### src/rtl/lsu_dmem_master.sv
// Single-outstanding load/store requester for the scratchpad data-memory port, with alignment check and timeout.
// Latency: completion 2 cycles after acceptance with an always-ready/valid memory; misaligned requests complete after 1 cycle.
// Backpressure: core_req_ready only in IDLE; request held stable while dmem_req_ready is low, bounded by TIMEOUT.
module lsu_dmem_master #(
    parameter int TIMEOUT = 16,
    parameter int TW      = 5
) (
    input  logic        clk,
    input  logic        rst_n,
    input  logic        core_req_valid,
    output logic        core_req_ready,
    input  logic        core_req_fcn,
    input  logic [2:0]  core_req_typ,
    input  logic [31:0] core_req_addr,
    input  logic [31:0] core_req_wdata,
    output logic        core_resp_valid,
    output logic [31:0] core_resp_rdata,
    output logic        core_resp_misaligned,
    output logic        core_resp_timeout,
    output logic        dmem_req_valid,
    input  logic        dmem_req_ready,
    output logic [31:0] dmem_req_addr,
    output logic [31:0] dmem_req_data,
    output logic        dmem_req_fcn,
    output logic [2:0]  dmem_req_typ,
    input  logic        dmem_resp_valid,
    input  logic [31:0] dmem_resp_data
);

    typedef enum logic [1:0] {S_IDLE, S_REQ, S_RESP, S_DONE} state_t;

    state_t        r_state;
    state_t        w_state_nxt;
    logic [TW-1:0] r_cnt;
    logic [TW-1:0] w_cnt_inc;
    logic [31:0]   r_addr;
    logic [31:0]   r_data;
    logic [31:0]   r_rdata;
    logic          r_fcn;
    logic [2:0]    r_typ;
    logic          r_mis;
    logic          r_to;
    logic          w_accept;
    logic          w_mis;
    logic          w_capture;
    logic          w_expire;
    logic [31:0]   w_byte_sh;
    logic [31:0]   w_half_sh;
    logic [31:0]   w_ext;

    assign w_accept  = core_req_valid && (r_state == S_IDLE);
    assign w_cnt_inc = r_cnt + 1'b1;
    assign w_expire  = (TIMEOUT != 0) && (w_cnt_inc == TW'(TIMEOUT));
    assign w_capture = dmem_resp_valid &&
                       (((r_state == S_REQ) && dmem_req_ready) || (r_state == S_RESP));

    always_comb begin
        w_mis = 1'b0;
        case (core_req_typ)
            3'd0, 3'd4: w_mis = 1'b0;
            3'd1, 3'd5: w_mis = core_req_addr[0];
            default:    w_mis = |core_req_addr[1:0];
        endcase
    end

    // Lane selection uses the registered address; the response word is always aligned.
    assign w_byte_sh = dmem_resp_data >> {r_addr[1:0], 3'b000};
    assign w_half_sh = dmem_resp_data >> {r_addr[1], 4'b0000};

    always_comb begin
        w_ext = dmem_resp_data;
        case (r_typ)
            3'd0:    w_ext = {{24{w_byte_sh[7]}}, w_byte_sh[7:0]};
            3'd4:    w_ext = {24'd0, w_byte_sh[7:0]};
            3'd1:    w_ext = {{16{w_half_sh[15]}}, w_half_sh[15:0]};
            3'd5:    w_ext = {16'd0, w_half_sh[15:0]};
            default: w_ext = dmem_resp_data;
        endcase
    end

    always_comb begin
        w_state_nxt = r_state;
        case (r_state)
            S_IDLE: if (w_accept) w_state_nxt = w_mis ? S_DONE : S_REQ;
            S_REQ: begin
                if (w_capture || w_expire) w_state_nxt = S_DONE;
                else if (dmem_req_ready)   w_state_nxt = S_RESP;
            end
            S_RESP: if (w_capture || w_expire) w_state_nxt = S_DONE;
            S_DONE: w_state_nxt = S_IDLE;
            default: w_state_nxt = S_IDLE;
        endcase
    end

    always_ff @(posedge clk or negedge rst_n) begin
        if (!rst_n) begin
            r_state <= S_IDLE;
            r_cnt   <= '0;
            r_addr  <= '0;
            r_data  <= '0;
            r_fcn   <= 1'b0;
            r_typ   <= '0;
            r_mis   <= 1'b0;
            r_to    <= 1'b0;
            r_rdata <= '0;
        end else begin
            r_state <= w_state_nxt;
            if (w_accept) begin
                r_cnt   <= '0;
                r_addr  <= core_req_addr;
                r_data  <= core_req_wdata << {core_req_addr[1:0], 3'b000};
                r_fcn   <= core_req_fcn;
                r_typ   <= core_req_typ;
                r_mis   <= w_mis;
                r_to    <= 1'b0;
                r_rdata <= '0;
            end else if ((r_state == S_REQ) || (r_state == S_RESP)) begin
                r_cnt <= w_cnt_inc;
                // A response in the expiry cycle takes priority over the timeout.
                if (w_capture && !r_fcn) r_rdata <= w_ext;
                if (w_expire && !w_capture) r_to <= 1'b1;
            end
        end
    end

    assign core_req_ready       = (r_state == S_IDLE);
    assign dmem_req_valid       = (r_state == S_REQ);
    assign core_resp_valid      = (r_state == S_DONE);
    assign core_resp_rdata      = (r_state == S_DONE) ? r_rdata : 32'd0;
    assign core_resp_misaligned = (r_state == S_DONE) && r_mis;
    assign core_resp_timeout    = (r_state == S_DONE) && r_to;
    assign dmem_req_addr        = r_addr;
    assign dmem_req_data        = r_data;
    assign dmem_req_fcn         = r_fcn;
    assign dmem_req_typ         = r_typ;

endmodule

### config.mk
export PLATFORM = sky130hd
export DESIGN_NAME = lsu_dmem_master
export DESIGN_NICKNAME = d
export VERILOG_FILES = /design/src/rtl/lsu_dmem_master.sv
export SDC_FILE = /design/constraint.sdc
export NUM_CORES = 1
export LEC_CHECK = 0
export ABC_CLOCK_PERIOD_IN_PS = 5700
export CAP_MARGIN = 30
export CORE_AREA = 2 2 121 123
export CTS_CLUSTER_SIZE = 40
export DETAILED_ROUTE_END_ITERATION = 8
export DIE_AREA = 0 0 123 125
export DONT_BUFFER_PORTS = 1
export GPL_ROUTABILITY_DRIVEN = 1
export PLACE_DENSITY = 0.64
export SYNTH_ARGS = -nofsm -noshare
export SYNTH_HDL_FRONTEND = slang
export SYNTH_SLANG_ARGS = --single-unit
### constraint.sdc
create_clock -name clk -period 5.7 [get_ports clk]
set_input_delay 1.71 -clock clk [delete_from_list [all_inputs] [get_ports clk]]
set_output_delay 1.71 -clock clk [all_outputs]
set_load 0.02 [all_outputs]
==> impl_metrics.tcl <==
set metrics [dict create \
    insertion_delay_ns 0.34 \
    max_freq_mhz 308 \
    pwr-share-comb 0.324 \
    min_path_cells 2 \
    yosys.cell_count.top_type "nand2_1" \
    wire_per_inst_um 18.6 \
    htreeDepth 3 \
    postCtsSetupBuffers 0 \
    hpwl_um 10600 \
    status "complete, no violations" \
    clk_pin_slew_ns 0.08 \
    pwr-share-clk 0.177 \
    grt_pass1_wl_um 23100 \
    num_rows 44 \
    slew_violations 0 \
    period_share 0.569 \
    drive_above_1_share 0.0785 \
    setup_tns_ns 0 \
    drc 0 \
    grt_max_degree 110 \
    tightestPinTransition_ns 0.996 \
    syn_area_sq_um 5520 \
    reg2reg_to "r_rdata[29]" \
    finClkSkew_ns 0.00839 \
    synthSimpleGateAreaFrac 0.248 \
    grt_pass1_vias 4365 \
    hold_start "r_rdata[5]" \
    drtIter0Drc 231 \
    dr.pass1.iters 6 \
    synth_compound_area_frac 0.128 \
    die_w_um 123 \
    clock_sinks 109 \
    utilization 0.418 \
    overflow 0 \
    boundaryPins 210 \
    antenna_found_initial 0 \
    p_sw_mw 1.55 \
    ir_drop_mv 0.221 \
    ctsHoldBuffers 0 \
    end_kind "output pin" \
    postRouteAntennaNets 0 \
    hp-class "flip-flop to flip-flop" \
    synthTopCellsByArea "dfrtp_1 (49%), nand2_1 (13%), and2_1 (4.0%), mux2i_1 (3.6%), o21ai_0 (3.1%)" \
    die_area_sq_um 15400 \
    nets 704 \
    port_buffers 0 \
    core_sq_um 14200 \
    hold_violations 0 \
    cts.repair.resized 0 \
    p_per_area_nw_per_um2 574 \
    cts-buffers-inserted 9 \
    initial_core_util 0.389 \
    cts_tree "done" \
    drt_wl_total_um 14600 \
    reg2regPathDepth 5 \
    fin_crit_ns 3.25 \
    synthArstFlopShare 1.00 \
    cp-start-kind "flip-flop" \
    num_vias 4201 \
    r2r_slack_ns 3.16 \
    syn_area_per_cell_sq_um 8.96 \
    max_cap_viol_count 0 \
    yosys_warnings 0 \
    die_y_um 125 \
    areaGrowthSynthToFinish_pct 7.43 \
    rsz0062_at_grt "no" \
    syn-num-nets 726 \
    grt.total_usage 0.191 \
    worstPathRequired_ns 3.99 \
    cts-root-buf "clkbuf_16" \
    synth_top_family_by_area "simple AND/OR/NAND/NOR gates" \
    vias_per_cell 5.37 \
    seqPwrFrac 0.500 \
    diodes 0 \
    critPathKind "flip-flop to output pin" \
    crit_fanout 32 \
    synth_top_area_cell "dfrtp_1" \
    cts.path.max_buffers 2 \
    yosysSeqAreaShare 0.494 \
    synth-xor-area-share 0.00634 \
    ys_top_cells_by_count "nand2_1 (189), dfrtp_1 (109), and2_1 (35)" \
    synth_top_cell_area_share 0.494 \
    synth_cell_type_count 44 \
    synth_seq_cells 109 \
    rr_startpoint "dmem_req_addr[1]" \
    synth_edf_count 0 \
    p_leak_nw 2.80 \
    arrival_ns 1.54 \
    synthMuxAreaShare 0.0721 \
    whs_endpoint "r_rdata[5]" \
    syn_inst 616 \
    holdWs_ns 0.473 \
    max_slew_margin 0.336 \
    synth_fa_ha_area_frac 0.0113 \
    synth_flop_cell "dfrtp_1" \
    swShare 0.456 \
    internal-power_mw 1.85 \
    gp_congestion 0.814 \
    setup_viol 0 \
]
## power groups by stage
stage	Clock [mW]	Sequential [mW]	Combinational, mW
floorplan	0	1.58	0.940
detailed placement	0	1.72	1.12
global placement	0	1.71	1.03
CTS	0.626	1.71	1.12
finish	0.602	1.70	1.10
global route	0.656	1.75	1.27
## flip-flops by register name, indices dropped and copies added, names as in the netlist
signal,flops
r_rdata,32
dmem_req_fcn,1
dmem_req_addr,32
r_to,1
r_cnt,5
dmem_req_data,32
r_mis,1
dmem_req_typ,3
r_state,2
## placed cells by master (no fill, tap or decap), drive strengths merged, types with 4 or more instances in the layout
cell type,synthesis,layout
a21o,4,4
a21oi,25,25
a22o,9,9
a32o,6,6
and2,35,35
buf,19,6
clkbuf,20,10
dfrtp,109,109
ha,5,5
inv,11,15
mux2,16,16
mux2i,21,21
nand2,189,189
nand2b,9,9
nand3,6,6
nor2,25,25
nor2b,21,21
nor3,6,6
o211ai,9,9
o21ai,45,45
o31ai,4,4
## logic make-up (layout without fill, tap and decap cells)
group,Yosys count,after routing
and+or+nand+nor,301,301
adders and majority gates,5,5
buffers and inverters,50,33
AOI/OAI and AO/OA,110,110
muxes,37,37
DFF,109,109
xor gates and xnor gates,4,4
## per-layer routing
metal / track usage / vias up / wire [um]
li1: - / 2000 / -
met1: 0.233 / 1990 / 5900
met2: 0.306 / 188 / 6730
met3: 0.0785 / 23 / 1670
met4: 0.0662 / 0 / 288
met5: 0 / - / 0
## cell type report
| type | instances | area [sq um] |
|---|---|---|
| fill | 1429 | 8270 |
| sequential | 109 | 2730 |
| multi-input combinational | 457 | 2580 |
| tap | 184 | 230 |
| clock buffer | 10 | 229 |
| timing repair buffer | 6 | 72.6 |
| clock inverter | 6 | 53.8 |
| inverter | 11 | 41.3 |
## critical path, cell delays in order (launching register included)
cell and delay [ns]:
dfrtp_1 0.40, ha_1 0.27, buf_8 0.23, and2_1 0.28
## metrics by stage
| step | cell area (sq um) | power (mW) | std cells | setup WS (ns) |
|---|---|---|---|---|
| floorplan | 5520 | 2.52 | 616 | 2.79 |
| global placement | 5600 | 2.74 | 764 | 2.23 |
| detailed placement | 5650 | 2.84 | 767 | 2.45 |
| CTS | 5930 | 3.45 | 783 | 2.43 |
| global route | 5930 | 3.68 | 783 | 2.34 |
| finish | 5930 | 3.41 | 783 | 2.45 |
## how the worst max path moves through the flow
stage / from / depth (start not counted) / end
finish: r_state[1] / 3 / core_resp_rdata[4]
global route: r_state[1] / 3 / core_resp_rdata[12]
CTS: r_state[0] / 3 / core_resp_rdata[17]
detailed placement: dmem_req_ready / 6 / r_rdata[29]
global placement: dmem_req_ready / 4 / r_rdata[0]
floorplan: r_state[0] / 3 / core_resp_rdata[10]
Note: power is estimated with default switching activity, not from simulation.
